`src/rtl/riscv_mem_pkg.sv`:
```
// Shared types and constants for the IF/MEM unified-memory arbiter.
package riscv_mem_pkg;

    localparam int         DEF_XLEN = 32;
    localparam logic [3:0] BE_FULL  = 4'hF;

    typedef enum logic {ST_IDLE, ST_BUSY} state_e;
    typedef enum logic {OWN_IF, OWN_DM}   owner_e;

endpackage

```
`src/rtl/mem_arb_pick.sv`:
```
// Winner selection between fetch and data requests: DM by default,
// IF when it is alone or when DM has monopolised the port long enough.
module mem_arb_pick (
    input  logic if_req,
    input  logic dm_req,
    input  logic streak_sat,
    output logic grant_if,
    output logic grant_dm
);

    assign grant_dm = dm_req & ~(if_req & streak_sat);
    assign grant_if = if_req & ~grant_dm;

endmodule

```
`src/rtl/mem_arbiter.sv`:
```
// Single-outstanding arbiter sharing one fixed-latency memory between the
// IF and MEM pipeline stages, with per-stage stalls and IF starvation guard.
module mem_arbiter #(
    parameter int XLEN          = riscv_mem_pkg::DEF_XLEN,
    parameter int MEM_LAT       = 2,
    parameter int MAX_DM_STREAK = 4
) (
    input  logic            clk,
    input  logic            rst,
    input  logic            if_req,
    input  logic [XLEN-1:0] if_addr,
    output logic            if_rvalid,
    output logic [XLEN-1:0] if_rdata,
    output logic            if_stall,
    input  logic            dm_req,
    input  logic            dm_we,
    input  logic [3:0]      dm_be,
    input  logic [XLEN-1:0] dm_addr,
    input  logic [XLEN-1:0] dm_wdata,
    output logic            dm_rvalid,
    output logic [XLEN-1:0] dm_rdata,
    output logic            dm_stall,
    output logic            mem_en,
    output logic            mem_we,
    output logic [3:0]      mem_be,
    output logic [XLEN-1:0] mem_addr,
    output logic [XLEN-1:0] mem_wdata,
    input  logic [XLEN-1:0] mem_rdata
);
    import riscv_mem_pkg::*;

    localparam int CW = $clog2(MEM_LAT + 1);
    localparam int SW = $clog2(MAX_DM_STREAK + 1);
    localparam logic [CW-1:0] LAT_C      = CW'(MEM_LAT);
    localparam logic [SW-1:0] STREAK_MAX = SW'(MAX_DM_STREAK);

    state_e        state;
    owner_e        owner;
    logic          owner_we;
    logic [CW-1:0] cnt;
    logic [SW-1:0] streak;

    logic idle, done, streak_sat;
    logic pick_if, pick_dm, issue_if, issue_dm;

    // Reset wins over a same-cycle request and suppresses a pending completion.
    assign idle       = (state == ST_IDLE) & ~rst;
    assign done       = (state == ST_BUSY) & ~rst & (cnt == LAT_C);
    assign streak_sat = (streak == STREAK_MAX);

    mem_arb_pick u_pick (
        .if_req     (if_req),
        .dm_req     (dm_req),
        .streak_sat (streak_sat),
        .grant_if   (pick_if),
        .grant_dm   (pick_dm)
    );

    assign issue_if = idle & pick_if;
    assign issue_dm = idle & pick_dm;

    // NOTE: every output gets a default first so no path leaves a latch.
    always_comb begin
        mem_en    = 1'b0;
        mem_we    = 1'b0;
        mem_be    = '0;
        mem_addr  = '0;
        mem_wdata = '0;
        if (issue_dm) begin
            mem_en    = 1'b1;
            mem_we    = dm_we;
            mem_be    = dm_be;
            mem_addr  = dm_addr;
            mem_wdata = dm_wdata;
        end else if (issue_if) begin
            mem_en    = 1'b1;
            mem_be    = BE_FULL;
            mem_addr  = if_addr;
        end
    end

    assign if_rvalid = done & (owner == OWN_IF);
    assign dm_rvalid = done & (owner == OWN_DM);
    assign if_rdata  = if_rvalid ? mem_rdata : '0;
    assign dm_rdata  = (dm_rvalid && !owner_we) ? mem_rdata : '0;
    assign if_stall  = if_req & ~if_rvalid;
    assign dm_stall  = dm_req & ~dm_rvalid;

    // NOTE: state is updated only with non-blocking assignments so every
    // register samples the pre-edge values of its neighbours.
    always_ff @(posedge clk) begin
        if (rst) begin
            state    <= ST_IDLE;
            owner    <= OWN_IF;
            owner_we <= 1'b0;
            cnt      <= '0;
            streak   <= '0;
        end else begin
            case (state)
                ST_IDLE: begin
                    if (issue_if || issue_dm) begin
                        state    <= ST_BUSY;
                        cnt      <= CW'(1);
                        owner    <= issue_dm ? OWN_DM : OWN_IF;
                        owner_we <= issue_dm & dm_we;
                    end
                    if (issue_if || !if_req)
                        streak <= '0;
                    else if (issue_dm && !streak_sat)
                        streak <= streak + SW'(1);
                end
                ST_BUSY: begin
                    if (done) begin
                        state <= ST_IDLE;
                        cnt   <= '0;
                    end else begin
                        cnt <= cnt + CW'(1);
                    end
                end
                default: state <= ST_IDLE;
            endcase
        end
    end

endmodule

```
`config.mk`:
```
export PLATFORM = sky130hd
export DESIGN_NAME = mem_arbiter
export DESIGN_NICKNAME = d
export VERILOG_FILES = /design/src/rtl/riscv_mem_pkg.sv /design/src/rtl/mem_arb_pick.sv /design/src/rtl/mem_arbiter.sv
export SDC_FILE = /design/constraint.sdc
export NUM_CORES = 1
export LEC_CHECK = 0
export BUFFER_PORTS_ARGS = -buffer_cell sky130_fd_sc_hd__buf_2
export CAP_MARGIN = 20
export CORE_AREA = 4 4 105 107
export CTS_CLUSTER_SIZE = 28
export DETAILED_ROUTE_END_ITERATION = 16
export DIE_AREA = 0 0 109 111
export GPL_ROUTABILITY_DRIVEN = 0
export HOLD_SLACK_MARGIN = 0.1
export PLACE_DENSITY = 0.61
export SYNTH_ARGS = -nofsm -noshare
export SYNTH_HDL_FRONTEND = slang
export SYNTH_HIERARCHICAL = 1
export SYNTH_SLANG_ARGS = --single-unit
```
`constraint.sdc`:
```
create_clock -name clk -period 2.3 [get_ports clk]
set_input_delay 0.46 -clock clk [delete_from_list [all_inputs] [get_ports clk]]
set_output_delay 0.46 -clock clk [all_outputs]
set_load 0.01 [all_outputs]
```
==> flow_summary.yaml, run 1 <==
sta:
  timing.final.hold_violations: 0
  clock_skew_ns: 0.000699
  final.setup.worst_slack_ns: -0.0569
  slew_viol_final: 0
  finalWorstPathRequiredPeriod_ns: 2.36
  hold_ws_ns: 0.515
  rsz0062_at_grt: "true"
  worst_slew_pin_slew_ns: 0.304
  period_share_pct: 102
  final-setup-viol-count: 66
  maxClockFrequency_mhz: 424
  timing.slew.headroom_pct: 79.7
worst_setup_path:
  rrSetupSlack_ns: 0.50
  sort_of_element_at_the_end_of_the_critical_path: "output port"
  cp_slowest_stage_delay_ns: 0.31
  path_delay_family: "buffers and inverters"
  worstReg2RegEnd: "streak[2]"
  worstSetupPathType: "register to output port"
  worst_path_max_delay_cell: "sky130_fd_sc_hd__dfxtp_2"
  cp_data_arrival_time_ns: 1.90
  worstRegToRegCells: 11
  worst_r2r_startpoint: "streak[0]"
  critPathBufInv: 6
  worst-endpoint-required_ns: 1.84
  crit_path_start_kind: "register"
  worstPathCellList: "inv_2, ha_4, nand2_4, inv_4, a21boi_2, buf_4, nor4_4, buf_6, clkbuf_16, a22o_1, buf_2"
  crit_fanout: 7
logic_synthesis:
  postSynthRegisterBits: 8
  post_synth_main_area_contributors: "sky130_fd_sc_hd__and2_1, sky130_fd_sc_hd__a22o_1, sky130_fd_sc_hd__dfxtp_1"
  synth_edf_count: 0
  synthesis.area_um2: 1530
  syn-instance-count: 212
  most_area_hungry_cell_type_in_the_yosys_netlist: "sky130_fd_sc_hd__and2_1"
  synth_top_area_share_pct: 40.0
  syn-num-nets: 351
  synth_top_flop_cell: "sky130_fd_sc_hd__dfxtp_1"
  synthesis.yosys.warnings: 6
  ys_top_cells_by_count: "sky130_fd_sc_hd__and2_1, sky130_fd_sc_hd__a22o_1, sky130_fd_sc_hd__a21oi_1, sky130_fd_sc_hd__dfxtp_1, sky130_fd_sc_hd__inv_1"
  postSynth.asyncResetShare_pct: 0
  synth.yosys.seq_area_share_pct: 10.4
  synth.avg_cell_area_um2: 7.23
  synthDistinctLibCells: 31
  yosys.cell_count.top_type: "sky130_fd_sc_hd__and2_1"
floorplan:
  dieArea_um2: 12100
  rows: 37
  fp.dieH_um: 111
  starting_density_pct: 15.1
  chipWidth_um: 109
  design.portCount: 275
  core_area_um2: 10100
finish:
  final_cell_area_um2: 3940
  area_growth_pct: 157
  drive_above_1_share_pct: 73.0
  post-route-util_pct: 38.8
  count_of_nets_after_finishing: 641
  antenna_cells: 0
clock_tree:
  cts.htree.levels: 1
  clkSlewWorstSetupHoldPaths_ns: 0.04
  largest_buffer_count_on_any_clock_path: 2
  cts_made_buffers: 3
  clock_insertion_delay_worst_skew_ns: 0.22
  tritoncts: "built"
  cts_root_buf: "sky130_fd_sc_hd__clkbuf_8"
  cts.sinks: 8
worst_hold_path:
  hold_end: "owner"
  hold_path.class: "register to register"
  worstHoldPathCells: 2
  min_from: "owner"
detailed_routing:
  vias_post_dr: 2764
  drc: 0
  viasPerCell: 4.35
  total_wirelength_of_the_detailed_routed_design_mm: 10.5
  detail_route.iter0.violations: 160
  detail_route.first_pass.iterations: 4
  post_drt_wl_per_cell_um: 16.5
  antenna_violating_nets_post_route: 0
run:
  max_cap_viol_count: 0
power:
  worst_ir_drop_vdd_mv: 0.111
  power_density_nw_per_um2: 224
  cellLeakagePower_nw: 2.28
  overall_power_consumption_mw: 0.882
placement:
  numPortBuffers: 274
  dpl-instance-area_um2: 3110
  detailedPlacementHpwl_mm: 8.42
grt:
  grt_start_max_net_pins: 35
  initial_antenna_violation_count: 1
  grt_overflow: 0
  grt_usage_pct: 14.4
  global_route_wire_length_before_repair_mm: 13.7
  first_global_vias: 2647
outcome:
  violations_in_the_final_reports: "negative setup slack"
  outcome: "finished with violations"
## area by class of cell
type | instances | area, um2
Inverter | 9 | 36.3
Sequential cell | 8 | 163
Tap cell | 136 | 170
Clock buffer | 3 | 41.3
Timing Repair Buffer | 303 | 2110
Fill cell | 1019 | 6200
Multi-Input combinational cell | 177 | 1410
## metrics by stage
stage	worst slack, ns	TNS (ns)	cells
after floorplan	0.0189	0	212
after global placement	-0.111	-0.377	614
after detailed placement	-0.156	-0.924	614
after CTS	-0.108	-4.61	625
after global routing	-0.161	-8.78	636
final	-0.0569	-1.81	636
## worst max-delay path by stage
stage	start	end	depth (start not counted)
floorplan	streak[0]	mem_addr[25]	10
global placement	streak[0]	mem_addr[0]	11
detailed placement	streak[0]	mem_addr[0]	11
CTS	streak[0]	mem_wdata[15]	10
global route	streak[0]	mem_addr[13]	11
finish	streak[0]	mem_addr[27]	11
## registers in the layout, summed over array words and instances, names as in the netlist
signal	flops
owner_we	1
owner	1
state	1
streak	3
cnt	2
## cells in the final DEF, fill, tap and decap left out, types with 3 or more instances in the layout
cell / instances
sky130_fd_sc_hd__a21o_1: 5
sky130_fd_sc_hd__a21oi_1: 8
sky130_fd_sc_hd__a22o_1: 24
sky130_fd_sc_hd__a22o_4: 8
sky130_fd_sc_hd__and2_1: 65
sky130_fd_sc_hd__and2_4: 33
sky130_fd_sc_hd__buf_12: 7
sky130_fd_sc_hd__buf_16: 3
sky130_fd_sc_hd__buf_2: 228
sky130_fd_sc_hd__buf_4: 12
sky130_fd_sc_hd__buf_6: 47
sky130_fd_sc_hd__clkbuf_16: 4
sky130_fd_sc_hd__clkbuf_8: 3
sky130_fd_sc_hd__dfxtp_1: 6
sky130_fd_sc_hd__inv_1: 3
sky130_fd_sc_hd__inv_2: 5
sky130_fd_sc_hd__nand2b_1: 3
sky130_fd_sc_hd__nand3_1: 3
## per-layer routing
metal	part of all wire (%)	routed length, um	track usage [%]
met1	38	3950	17.4
met4	1.3	139	2.69
met3	12	1240	3.15
met5	0.12	13	0
met2	49	5140	25.8
## worst register-to-register path, cell delays in order (launching register included)
cell and delay, ns:
sky130_fd_sc_hd__dfxtp_2 0.32, sky130_fd_sc_hd__inv_2 0.05, sky130_fd_sc_hd__ha_4 0.16, sky130_fd_sc_hd__nand2_4 0.07, sky130_fd_sc_hd__inv_4 0.04, sky130_fd_sc_hd__a21boi_2 0.14, sky130_fd_sc_hd__nor3b_4 0.23, sky130_fd_sc_hd__buf_4 0.15
sky130_fd_sc_hd__buf_12 0.16, sky130_fd_sc_hd__nand2_1 0.10, sky130_fd_sc_hd__a22oi_1 0.19, sky130_fd_sc_hd__o31ai_1 0.08
## cells by family (layout without fill, tap and decap cells)
logic type,after synthesis,in the layout,share of synthesized area (%)
fa+ha+maj,2,2,1.63
simple gates,118,118,49.7
compound gates,57,57,29.1
flops,8,8,10.4
buf+inv,27,315,9.14
## timing repair
item / CTS / global route
setup endpoints to repair: 69 / 69
gates resized for setup: 29 / 81
hold endpoints to repair: 0 / 0
buffers inserted: 5 / 6
gates cloned: 3 / 5
hold buffers: 0 / 0
pin swaps: 8 / 30
## report_power, final
part           internal [mW]  switching, mW
Sequential             0.149        0.00881
Clock                  0.113         0.0542
Combinational          0.326          0.231
No activity file was read; power rests on OpenSTA's default activity.
==> run 2: changes to the inputs <==
- PLACE_DENSITY: 0.61 -> 0.6
- SYNTH_HIERARCHICAL: 1 -> unset
==> flow_summary.yaml, run 2 <==
outcome:
  outcome: "completed"
sta:
  timing.slew.headroom_pct: 78.8
  clock_skew_ns: 0.00445
  slew_viol_final: 0
  maxClockFrequency_mhz: 442
  finalWorstPathRequiredPeriod_ns: 2.26
  rsz0062_at_grt: "true"
  final-setup-viol-count: 0
  timing.final.hold_violations: 0
  period_share_pct: 98.3
  final.setup.worst_slack_ns: 0.0383
  setup-tns-final_ns: 0
  worst_slew_pin_slew_ns: 0.318
  hold_ws_ns: 0.481
finish:
  layout.filler_cells: 1081
  largestRegisters: "streak (3), cnt (2)"
  final_cell_count_no_fill: 609
  register_containing_the_most_flip_flops_in_the_final_layout: "streak"
  final_cell_mix: "sky130_fd_sc_hd__buf_2, sky130_fd_sc_hd__and2_1, sky130_fd_sc_hd__a22o_1"
  largest_register_ffs: 3
  antenna_cells: 0
  final_cell_area_um2: 3280
  count_of_nets_after_finishing: 614
  drive_above_1_share_pct: 67.4
  area_growth_pct: 121
  layout.cells.most_common: "sky130_fd_sc_hd__buf_2"
  post-route-util_pct: 32.4
grt:
  grt_start_max_net_pins: 69
  global_route_wire_length_before_repair_mm: 11.9
  initial_antenna_violation_count: 0
  grt_overflow: 0
  grt_usage_pct: 12.1
  first_global_vias: 2488
detailed_routing:
  detail_route.iter0.violations: 74
  drc: 0
  antenna_violating_nets_post_route: 0
  viasPerCell: 4.15
  post_drt_wl_per_cell_um: 14.0
  detail_route.first_pass.iterations: 4
  vias_post_dr: 2529
  total_wirelength_of_the_detailed_routed_design_mm: 8.50
worst_setup_path:
  cp_slowest_stage_delay_ns: 0.35
  crit_fanout: 5
  worstPathCellList: "inv_2, ha_4, nand2_4, a2111oi_4, buf_6, buf_12, a22o_1, buf_2"
  worstSetupPathType: "register to output port"
  worst-endpoint-required_ns: 1.84
  crit_path_start_kind: "register"
  cp_data_arrival_time_ns: 1.80
  worst_path_max_delay_cell: "sky130_fd_sc_hd__a2111oi_4"
  sort_of_element_at_the_end_of_the_critical_path: "output port"
power:
  power_density_nw_per_um2: 209
  worst_ir_drop_vdd_mv: 0.121
  overall_power_consumption_mw: 0.685
  cellLeakagePower_nw: 2.03
floorplan:
  dieArea_um2: 12100
  rows: 37
  core_area_um2: 10100
  starting_density_pct: 14.7
  fp.dieH_um: 111
  chipWidth_um: 109
  design.portCount: 275
placement:
  dpl-instance-area_um2: 3020
  detailedPlacementHpwl_mm: 6.82
  dpl_worst_slack_ns: 0.166
  numPortBuffers: 274
  dp_cells: 597
logic_synthesis:
  synth.avg_cell_area_um2: 7.43
  synthesis.area_um2: 1490
  most_area_hungry_cell_type_in_the_yosys_netlist: "sky130_fd_sc_hd__and2_1"
  postSynthRegisterBits: 8
  synthesis.yosys.warnings: 0
  post_synth_main_area_contributors: "sky130_fd_sc_hd__and2_1, sky130_fd_sc_hd__dfxtp_1, sky130_fd_sc_hd__a22o_1"
  synthDistinctLibCells: 35
  synth_top_flop_cell: "sky130_fd_sc_hd__dfxtp_1"
  synth_edf_count: 0
  ys_top_cells_by_count: "sky130_fd_sc_hd__and2_1, sky130_fd_sc_hd__a22o_1, sky130_fd_sc_hd__a22o_2, sky130_fd_sc_hd__clkbuf_1, sky130_fd_sc_hd__dfxtp_1"
  postSynth.asyncResetShare_pct: 0
  syn-instance-count: 200
  yosys.cell_count.top_type: "sky130_fd_sc_hd__and2_1"
  synth.yosys.seq_area_share_pct: 10.8
  syn-num-nets: 339
  synth_top_area_share_pct: 40.8
clock_tree:
  clkSlewWorstSetupHoldPaths_ns: 0.04
  clock_insertion_delay_worst_skew_ns: 0.23
  cts_root_buf: "sky130_fd_sc_hd__clkbuf_8"
  tritoncts: "built"
  largest_buffer_count_on_any_clock_path: 2
  cts_made_buffers: 3
  cts.htree.levels: 1
  cts.sinks: 8
worst_hold_path:
  hold_path.class: "input pin to register"
run:
  max_cap_viol_count: 0
## run 2: layout make-up
class	instances	area, um2	share of cell area, %
Inverter	6	25.0	0.762
Sequential cell	8	165	5.03
Tap cell	136	170	5.18
Clock buffer	3	41.3	1.26
Multi-Input combinational cell	167	1230	37.4
Timing Repair Buffer	289	1650	50.4
## run 2: cells by family after synthesis
kind of cell	Yosys count	share of synthesized area (%)
fa+ha+maj	2	1.68
compound gates	49	30.6
simple gates	116	48.7
buf+inv	25	8.33
flops	8	10.8
## run 2: final timing paths
path | slack (ns) | start | to | depth (start not counted)
min | 0.48 | dm_we | owner_we | 2
max | 0.04 | streak[1] | mem_addr[1] | 8
max reg2reg | 0.79 | streak[1] | owner | 6
min reg2reg | 0.48 | owner_we | owner_we | 2
## run 2: worst max-delay path: cells and delay by family, from the launching register on
family	cells	cell delay, ns
flip-flops	1	0.33
buffers and inverters	4	0.53
AND/OR/NAND/NOR	1	0.06
adder cells (fa/ha/maj)	1	0.15
AO/OA/AOI/OAI	2	0.50
## run 2: per-layer routing
layer | wire length (um) | track usage, % | vias up
li1 | - | - | 1233
met1 | 3190 | 13.4 | 1128
met2 | 4380 | 23.8 | 164
met3 | 884 | 1.46 | 4
met4 | 53 | 2.27 | 0
met5 | 0 | 0 | -
## run 2: power breakdown
part | internal (mW) | switching (mW) | leakage, nW
clock network | 0.113 | 0.0556 | 0.0216
registers | 0.147 | 0.00647 | 0.0670
logic | 0.201 | 0.161 | 1.94
## run 2: repair_timing
action | CTS | global route
hold buffers | 0 | 0
setup buffers | 2 | 3
endpoints found under the setup margin | 34 | 36
cloned | 2 | 2
resized for setup | 9 | 12
pin swaps | 3 | 0
==> run 3: changes to the inputs <==
--- a/config.mk
+++ b/config.mk
@@ -7,11 +7,12 @@
 export LEC_CHECK = 0
+export ABC_AREA = 1
 export BUFFER_PORTS_ARGS = -buffer_cell sky130_fd_sc_hd__buf_2
 export CAP_MARGIN = 20
-export CORE_AREA = 4 4 105 107
+export CORE_AREA = 4 4 104 106
 export CTS_CLUSTER_SIZE = 28
 export DETAILED_ROUTE_END_ITERATION = 16
-export DIE_AREA = 0 0 109 111
+export DIE_AREA = 0 0 108 110
 export GPL_ROUTABILITY_DRIVEN = 0
 export HOLD_SLACK_MARGIN = 0.1
-export PLACE_DENSITY = 0.6
+export PLACE_DENSITY = 0.63
 export SYNTH_ARGS = -nofsm -noshare
==> constraint.sdc (replaced) <==
create_clock -name clk -period 2.9 [get_ports clk]
set_input_delay 0.145 -clock clk [delete_from_list [all_inputs] [get_ports clk]]
set_output_delay 0.145 -clock clk [all_outputs]
set_load 0.01 [all_outputs]
==> flow_summary.yaml, run 3 <==
grt:
  global_route_wire_length_before_repair_mm: 11.8
  grt_usage_pct: 12.2
  grt_start_max_net_pins: 37
  first_global_vias: 2579
  initial_antenna_violation_count: 0
  grt_overflow: 0
run:
  max_cap_viol_count: 0
logic_synthesis:
  postSynthRegisterBits: 8
  synth.yosys.seq_area_share_pct: 8.86
  synthesis.yosys.warnings: 0
  synth_simple_gate_area_share_pct: 45.0
  synthesis.area_um2: 1810
  synth_compound_gate_area_share_pct: 12.7
  post_synth_main_area_contributors: "sky130_fd_sc_hd__inv_1, sky130_fd_sc_hd__nor2_1, sky130_fd_sc_hd__nor2_2"
  synth_top_flop_cell: "sky130_fd_sc_hd__dfxtp_1"
  postSynth.asyncResetShare_pct: 0
  post_synth_mux_area_share_pct: 0
  synth_adder_area_share_pct: 1.38
  ys_top_cells_by_count: "sky130_fd_sc_hd__inv_1, sky130_fd_sc_hd__nor2_1, sky130_fd_sc_hd__nand3_1, sky130_fd_sc_hd__nor2_2, sky130_fd_sc_hd__o21ai_0"
  most_area_hungry_cell_type_in_the_yosys_netlist: "sky130_fd_sc_hd__inv_1"
  synth.avg_cell_area_um2: 5.14
  synthDistinctLibCells: 23
  yosys.cell_count.top_type: "sky130_fd_sc_hd__inv_1"
  synth_top_family_by_area: "simple AND/OR/NAND/NOR gates"
  synth_xor_xnor_area_share_pct: 0
  syn-instance-count: 352
  synth_top_area_share_pct: 23.5
  synth_edf_count: 0
  syn-num-nets: 491
sta:
  period_share_pct: 78.5
  timing.final.hold_violations: 0
  timing.slew.headroom_pct: 51.7
  final.setup.worst_slack_ns: 0.625
  finalWorstPathRequiredPeriod_ns: 2.28
  setup-tns-final_ns: 0
  slew_viol_final: 0
  clock_skew_ns: 0.00127
  final-setup-viol-count: 0
  rsz0062_at_grt: "false"
  worst_slew_pin_slew_ns: 0.723
  maxClockFrequency_mhz: 439
  hold_ws_ns: 0.172
detailed_routing:
  antenna_violating_nets_post_route: 0
  drc: 0
  detail_route.first_pass.iterations: 5
  vias_post_dr: 2934
  viasPerCell: 3.93
  post_drt_wl_per_cell_um: 11.7
  detail_route.iter0.violations: 194
  total_wirelength_of_the_detailed_routed_design_mm: 8.73
floorplan:
  fp.dieH_um: 110
  starting_density_pct: 18.5
  chipWidth_um: 108
  core_area_um2: 9770
  dieArea_um2: 11900
  rows: 36
  design.portCount: 275
placement:
  numPortBuffers: 274
  dpl-instance-area_um2: 3220
  dpl_worst_slack_ns: 0.867
  detailedPlacementHpwl_mm: 7.63
clock_tree:
  cts.htree.levels: 1
  cts_root_buf: "sky130_fd_sc_hd__clkbuf_8"
  tritoncts: "built"
  cts_made_buffers: 3
  cts.sinks: 8
  clock_insertion_delay_worst_skew_ns: 0.23
  postCtsSetupBuffers: 0
  hold_buffers: 0
  largest_buffer_count_on_any_clock_path: 2
  clkSlewWorstSetupHoldPaths_ns: 0.04
  post_cts_resized: 0
power:
  cellInternalPower_mw: 0.351
  netSwitchingFraction_pct: 40.2
  combinationalPowerShare_pct: 55.5
  power_density_nw_per_um2: 179
  proportion_of_power_drawn_by_the_clock_network_pct: 22.8
  worst_ir_drop_vdd_mv: 0.152
  seq_power_share_pct: 21.7
  power_switching_mw: 0.236
  cellLeakagePower_nw: 2.36
worst_setup_path:
  worstReg2RegEnd: "owner"
  rrSetupSlack_ns: 1.42
  crit_path_start_kind: "register"
  worstSetupPathType: "register to output port"
  crit_fanout: 36
  cp_data_arrival_time_ns: 2.13
  worst_r2r_startpoint: "streak[0]"
  worst-endpoint-required_ns: 2.76
  sort_of_element_at_the_end_of_the_critical_path: "output port"
  worstRegToRegCells: 5
finish:
  layout.cells.most_common: "sky130_fd_sc_hd__buf_2"
  area.sequential_um2: 160
  area_growth_pct: 80.6
  largestRegisters: "streak (3), cnt (2)"
  final_cell_mix: "sky130_fd_sc_hd__buf_2, sky130_fd_sc_hd__inv_1, sky130_fd_sc_hd__nor2_1"
  register_containing_the_most_flip_flops_in_the_final_layout: "streak"
  final_cell_area_um2: 3270
  count_of_nets_after_finishing: 754
  largest_register_ffs: 3
  antenna_cells: 0
  multi_input_comb_area_um2: 1070
  drive_above_1_share_pct: 53.2
  layout.filler_cells: 1118
worst_hold_path:
  worstHoldPathCells: 2
  hold_end: "owner_we"
  min_from: "rst"
  hold_path.class: "input pin to register"
outcome:
  outcome: "completed"
-- run 3: stage by stage --
step | utilization (%) | power (mW) | std cells
3_5_place_dp | 33.0 | 0.456 | 743
2_1_floorplan | - | 0.290 | 352
4_1_cts | 33.4 | 0.593 | 746
5_1_grt | 33.4 | 0.637 | 746
6_report | 33.4 | 0.586 | 746
3_3_place_gp | 33.0 | 0.455 | 743
-- run 3: power by group through the flow --
stage	clock [mW]	combinational [mW]	sequential [mW]
after floorplan	0	0.162	0.127
after global placement	0	0.326	0.129
after detailed placement	0	0.327	0.129
after CTS	0.138	0.328	0.127
after global routing	0.144	0.364	0.129
final	0.133	0.325	0.127
-- run 3: how the worst max path moves through the flow --
stage / to / start / cells after the start
2_1_floorplan: mem_addr[14] / streak[0] / 6
3_3_place_gp: mem_wdata[13] / streak[0] / 7
3_5_place_dp: mem_wdata[18] / streak[0] / 7
4_1_cts: mem_wdata[18] / streak[0] / 7
5_1_grt: mem_be[3] / streak[0] / 7
6_report: mem_wdata[18] / streak[0] / 7
-- run 3: logic make-up after synthesis --
family	count (synthesis)
buffers and inverters	135
adders and majority gates	2
DFF	8
AOI/OAI and AO/OA	45
and+or+nand+nor	162
-- run 3: layout make-up --
class	count	area share [%]
inverter	116	13.3
sequential	8	4.90
multi-input combinational	209	32.7
timing repair buffer	277	42.7
tap	133	5.10
clock buffer	3	1.26
-- run 3: critical path, cell delays in order, from the launching register on --
cell                      delay [ns]
sky130_fd_sc_hd__dfxtp_1        0.32
sky130_fd_sc_hd__inv_1          0.06
sky130_fd_sc_hd__ha_1           0.20
sky130_fd_sc_hd__nand3_1        0.13
sky130_fd_sc_hd__nand3_2        0.47
sky130_fd_sc_hd__buf_4          0.44
sky130_fd_sc_hd__nor2_1         0.12
sky130_fd_sc_hd__buf_2          0.14
-- run 3: per-layer routing --
metal	global-route usage, %	wire (um)
met1	14.4	3270
met2	22.6	4370
met3	2.45	950
met4	3.07	138
met5	0	0
